<file path="src/rtl/mem_stall_ctrl.sv">
// Memory-stage stall controller: data request issue, miss freeze, fetch bubbles.
// Optional watchdog on long misses: define MEM_STALL_WATCHDOG_EN.
module mem_stall_ctrl #(
  parameter int TIMEOUT_CYCLES = 64,
  parameter int CNT_W = 16
) (
  input  logic             clk,
  input  logic             rst,
  input  logic             DMemEn_tomem,
  input  logic             DMemWrite_tomem,
  input  logic             Halt_tomem,
  input  logic             DMemDone,
  input  logic             IMemStall,
  output logic             DMemRd,
  output logic             DMemWr,
  output logic             pc_en,
  output logic             ifid_en,
  output logic             idex_en,
  output logic             exmem_en,
  output logic             memwb_en,
  output logic             ifid_bubble,
  output logic             memwb_bubble,
  output logic [CNT_W-1:0] stall_cycles,
  output logic             err
);

  typedef enum logic {
    IDLE,
    WAIT
  } stateT;

  stateT state;
  stateT stateNext;
  logic req;
  logic dstall;
  logic opWrite;
  logic rdReq;
  logic wrReq;

  assign req = DMemEn_tomem & ~Halt_tomem & ~rst;

  // Next state, request polarity and data-stall decision.
  always_comb begin
    stateNext = state;
    dstall = 1'b0;
    rdReq = 1'b0;
    wrReq = 1'b0;
    unique case (state)
      IDLE: begin
        if (req) begin
          rdReq = ~DMemWrite_tomem;
          wrReq = DMemWrite_tomem;
          if (!DMemDone) begin
            dstall = 1'b1;
            stateNext = WAIT;
          end
        end
      end
      WAIT: begin
        rdReq = ~opWrite;
        wrReq = opWrite;
        if (DMemDone) begin
          stateNext = IDLE;
        end else begin
          dstall = 1'b1;
        end
      end
      default: stateNext = IDLE;
    endcase
    if (rst) begin
      stateNext = IDLE;
      dstall = 1'b0;
      rdReq = 1'b0;
      wrReq = 1'b0;
    end
  end

  assign DMemRd = rdReq;
  assign DMemWr = wrReq;

  // Pipeline enables and bubbles; data stall outranks fetch stall.
  always_comb begin
    pc_en = 1'b1;
    ifid_en = 1'b1;
    idex_en = 1'b1;
    exmem_en = 1'b1;
    memwb_en = 1'b1;
    ifid_bubble = 1'b0;
    memwb_bubble = 1'b0;
    if (dstall) begin
      pc_en = 1'b0;
      ifid_en = 1'b0;
      idex_en = 1'b0;
      exmem_en = 1'b0;
      memwb_bubble = 1'b1;
    end else if (!rst) begin
      if (IMemStall) begin
        pc_en = 1'b0;
        ifid_bubble = 1'b1;
      end
      if (Halt_tomem) begin
        pc_en = 1'b0;
      end
    end
  end

  // State register; the access type is captured so a miss keeps its polarity.
  always_ff @(posedge clk) begin
    if (rst) begin
      state <= IDLE;
      opWrite <= 1'b0;
    end else begin
      state <= stateNext;
      if (state == IDLE && req) begin
        opWrite <= DMemWrite_tomem;
      end
    end
  end

  // Saturating count of data-stall cycles.
  always_ff @(posedge clk) begin
    if (rst) begin
      stall_cycles <= '0;
    end else if (dstall && stall_cycles != '1) begin
      stall_cycles <= stall_cycles + 1'b1;
    end
  end

`ifdef MEM_STALL_WATCHDOG_EN
  localparam int WdW = $clog2(TIMEOUT_CYCLES + 1);

  logic [WdW-1:0] wdCnt;
  logic errQ;

  // Count WAIT cycles of the current miss; flag a sticky error on timeout.
  always_ff @(posedge clk) begin
    if (rst) begin
      wdCnt <= '0;
      errQ <= 1'b0;
    end else begin
      if (state == IDLE && stateNext == WAIT) begin
        wdCnt <= '0;
      end else if (state == WAIT && wdCnt != WdW'(TIMEOUT_CYCLES)) begin
        wdCnt <= wdCnt + 1'b1;
      end
      if (state == WAIT && wdCnt == WdW'(TIMEOUT_CYCLES - 1)) begin
        errQ <= 1'b1;
      end
    end
  end

  assign err = errQ;
`else
  assign err = 1'b0;
`endif

endmodule
</file>
<file path="config.mk">
export PLATFORM = sky130hd
export DESIGN_NAME = mem_stall_ctrl
export DESIGN_NICKNAME = d
export VERILOG_FILES = /design/src/rtl/mem_stall_ctrl.sv
export SDC_FILE = /design/constraint.sdc
export NUM_CORES = 1
export LEC_CHECK = 0
export CAP_MARGIN = 15
export CORE_MARGIN = 3
export CORE_UTILIZATION = 49
export DETAILED_ROUTE_END_ITERATION = 7
export PLACE_DENSITY_LB_ADDON = 0.05
export SLEW_MARGIN = 20
export SYNTH_ARGS = -nofsm -noshare
export SYNTH_HDL_FRONTEND = slang
export SYNTH_SLANG_ARGS = --single-unit
</file>
<file path="constraint.sdc">
create_clock -name clk -period 5.1 [get_ports clk]
set_input_delay 0.765 -clock clk [delete_from_list [all_inputs] [get_ports clk]]
set_output_delay 0.765 -clock clk [all_outputs]
set_load 0.02 [all_outputs]
</file>
# Yosys cells after proc, flatten, opt, wreduce, memory -nomap -nowiden

Index checks and enable logic that the tools add are counted.

Bits in registers: 18
Word-level logic and storage cells: 33
Input bits: 7

Mux-type cells: 19
Bitwise logic cells: 7
Equal/unequal tests: 1
Reduce and logical (&&, ||, !) cells: 2
Add/sub/neg operators: 1

Operator list:

| kind                                                            | number |
|---|---|
| 16-bit by 1-bit adder with 16-bit output, second input constant | 1 |
| 1-bit 2-to-1 mux                                                | 16 |
| 16-bit inequality test, second input constant                   | 1 |
| 1-bit one-hot mux with 2 select lines                           | 3 |
| 1-bit NOT                                                       | 5 |
| 1-bit AND                                                       | 2 |
| 1-bit logical AND                                               | 2 |

# Depth between registers and ports, before layout

Depth in word-level cells: 7
Depth in mapped cells: 7
Gate-level depth less buffers: 5

# Least setup slack after synthesis

No wires, ideal clock.

Kind: input to output
From: input DMemEn_tomem
To: output pc_en
Setup slack: 2.330 ns
Data required time: 4.335 ns
Stages: 6
Arrival: 2.005 ns
Path through: nor2b_4 o21ai_1 buf_2 buf_2 inv_1 nor2_1

Cells in the longest elaborated chain, start to end: 6

Ends and longest elaborated chain:

| what                                  | RTL line | text |
|---|---|---|
| from (decl)                           | 9        | `input logic DMemEn_tomem,` |
| 1-bit AND (2 in a row)                | 40       | `assign req = DMemEn_tomem & ~Halt_tomem & ~rst;` |
| 1-bit 2-to-1 mux                      | 50       | `if (req) begin` |
| 1-bit one-hot mux with 2 select lines | 48       | `unique case (state)` |
| 1-bit 2-to-1 mux                      | 70       | `if (rst) begin` |
| 1-bit 2-to-1 mux                      | 90       | `if (dstall) begin` |
| to (decl)                             | 16       | `output logic pc_en,` |

Every way passes these cells.

# Final worst setup path

From: input rst
To: output pc_en

Cells in the longest elaborated chain, start to end: 6
Elaborated cells on any way between the ends: 7
Classes of those cells: mux (5); bitwise (2)

Ends and longest elaborated chain:

| what                                  | RTL line | text |
|---|---|---|
| from (decl)                           | 8        | `input logic rst,` |
| 1-bit NOT                             | 40       |  |
| 1-bit AND                             | 40       |  |
| 1-bit 2-to-1 mux                      | 50       |  |
| 1-bit one-hot mux with 2 select lines | 48       |  |
| 1-bit 2-to-1 mux                      | 70       |  |
| 1-bit 2-to-1 mux *                    | 90       |  |

Mark *: on every way between the ends. The rest lies on a longest branch, timed or not.

==> out/results.ini <==
[outcome]
status = finished clean

[logic_synthesis]
synth_nets = 128
synth_compound_area_share_pct = 21.15
ys_types = 34
synth.avg_cell_area_um2 = 8.727
ys.flop_type = dfxtp_1
synthSimpleGateAreaFrac_pct = 31.54
yosysSeqAreaShare_pct = 34.41
synth_top_family_by_area = simple AND/OR/NAND/NOR gates
synth_mux_area_share_pct = 2.151
synthXorXnorAreaFrac_pct = 0
synth-warning-count = 0
synth_edf_count = 0
async_flop_share_pct = 0
synthCells = 120
synth_seq_cells = 18
synthAdderAreaFrac_pct = 1.195
syn_area_um2 = 1047

[clock_tree]
insertion_delay_ns = 0.29
root_buffer = clkbuf_4
cts_buffer_depth = 2
numCtsBuffers = 3
post_cts_resized = 0
postCtsSetupBuffers = 0
cts_tree = built
holdBufCountCts = 0
clock_sinks = 18
h-tree-depth = 1
clkTransAtPathRegs_ns = 0.10

[pwr]
powerDensity_nw_per_um2 = 192.0
p_clk_share_pct = 33.6
leakagePower_nw = 0.4571
pwr-share-seq_pct = 55.3
p_sw_uw = 60.12
combPwrFrac_pct = 11.0
swShare_pct = 23.30
peakVddDrop_mv = 0.1779
intPower_uw = 197.9

[detailed_routing]
ant_nets = 0
dr.pass1.iters = 4
wire_per_inst_um = 14.13
vias_per_cell = 5.825
vias = 996
drc = 0
drt_iter0_markers = 22
wl_um = 2417

[timing]
min_period_over_period_pct = 78.13
fin_crit_ns = 3.985
setup_viol = 0
max_freq_mhz = 251.0
slew_viol_final = 0
rsz0062_at_grt = false
hold_viol = 0
worst_slew_pin_slew_ns = 0.7611
clock_skew_ns = 0.006015
maxSlewHeadroom_pct = 49.10
fin_tns_setup_ns = 0

[placement]
place_hpwl_um = 1751
port_buffers = 30
gp_congestion = 0.7372

[floorplan]
initial_core_util_pct = 52.31
die_x_um = 52.23
core-area_um2 = 2002
num_io_pins = 33
die_area_um2 = 2728
die_y_um = 52.23
rows = 16

[final_layout]
seqCellArea_um2 = 360.3
num-fill-cells = 169
drive_above_1_share_pct = 9.722
area_growth_pct = 28.32
multi_input_area_um2 = 594.3
nNetsFinal = 153
final_core_util_pct = 67.13
n_antenna_cell = 0

[worst_setup_path]
worstSetupStartpointType = input pin
worst_path_most_repeated_cell = clkdlybuf4s50_1
r2r_end = stall_cycles[13]$_SDFFE_PP0P_
ff2ff_setup_slack_ns = 3.29
path_max_fanout = 20
crit_path_top_delay_cell = clkdlybuf4s50_1
timing.rr.start = state$_DFF_P_
slowest_delay_ns = 0.96
crit_arrival_ns = 3.22
end_kind = output port
critical_path_class = in2out
reg2reg_depth = 4
crit_required_ns = 4.34
path_cells = clkdlybuf4s50_1 -> nor2_2 -> o21ai_1 -> inv_1 -> nor2_1 -> clkdlybuf4s50_1
crit_start = rst

[grt]
gr-total-overflow = 0
antenna_found_initial = 0
grt_pass1_wl_um = 4126
grt_max_degree = 25
grt_usage_pct = 20.00
grt_pass1_vias = 949

[min_path]
hold_path_class = reg2reg
holdPathStages = 2
holdPathEnd = stall_cycles[7]$_SDFFE_PP0P_
hp-start = stall_cycles[7]$_SDFFE_PP0P_

[flow_run]
maxCapViolCount = 0

==> per-stage QoR <==
step,worst slack (ns),cell area [µm²],hold WS [ns],total power [mW],cells
final,1.115,1344,0.5044,0.2580,171
after global routing,0.9141,1344,0.5407,0.2682,171
after CTS,1.134,1344,0.5065,0.2614,171
after detailed placement,1.133,1308,0.4918,0.1745,167
after global placement,1.244,1308,0.4770,0.1741,167
after floorplan,2.330,1047,0.5593,0.1629,120
==> state kept, by name (all words and copies together) (netlist names) <==
signal        cells
state             1
opWrite           1
stall_cycles     16
==> worst max-delay path: cells and delay by family <==
family	cells	cell delay, ns
AOI/OAI and AO/OA	1	0.40
buffers and inverters	3	1.76
and+or+nand+nor	2	0.29
==> worst max path at each step <==
stage | endpoint | slack (ns) | cells after the start
2_1_floorplan | pc_en | 2.33 | 6
3_3_place_gp | pc_en | 1.24 | 6
3_5_place_dp | pc_en | 1.13 | 6
4_1_cts | pc_en | 1.13 | 6
5_1_grt | pc_en | 0.91 | 6
6_report | pc_en | 1.12 | 6
==> cells in the final DEF (no fill, tap or decap), types with 4 or more instances in the layout <==
master           instances
nand2_1                  8
clkdlybuf4s50_1         30
o21ai_1                  4
nand4_1                  4
dfxtp_1                 18
nor2_1                   7
o31ai_1                  6
a21oi_1                 12
o311ai_1                 4
or4_1                    7
and3_1                   5
==> power by group through the flow <==
stage	registers [mW]	clock network (mW)	logic, mW
3_3_place_gp	0.146	0	0.0281
6_report	0.143	0.0867	0.0285
2_1_floorplan	0.146	0	0.0167
3_5_place_dp	0.146	0	0.0284
5_1_grt	0.143	0.0941	0.0310
4_1_cts	0.143	0.0900	0.0285
==> synth_stat cells (3+ instances only) <==
master	instances	area, µm²
a21oi_1	12	60.06
o311ai_1	4	35.03
nor2_1	7	26.28
nor2b_1	3	18.77
dfxtp_1	18	360.4
or3_1	3	18.77
inv_1	3	11.26
or4_1	7	52.55
o31ai_1	6	45.04
buf_4	4	30.03
buf_6	3	33.78
o21ai_1	4	20.02
nand2_1	8	30.03
and3_1	5	31.28
nand4_1	4	25.02
o41ai_1	3	26.28
==> area by class of cell <==
class                      count  area share [%]
clock buffer                   4           2.700
tap                           27           2.514
inverter                       3          0.8380
multi-input combinational     88           44.23
sequential                    18           26.82
timing repair buffer          31           22.90
==> per-layer routing <==
metal | track usage (%) | wire length (µm) | share of wire (%) | up-vias
met4 | 7.660 | 34 | 1.4 | 0
met5 | 0 | 0 | 0 | -
li1 | - | - | - | 506
met3 | 3.419 | 96 | 4.0 | 4
met2 | 31.80 | 1132 | 47 | 23
met1 | 26.89 | 1154 | 48 | 463
==> cell families after synthesis <==
family	count (synthesis)
flops	18
mux	2
simple gates	51
buf+inv	14
other cells	2
compound gates	32
fa+ha+maj	1
Note: power is estimated with default switching activity, not from simulation.
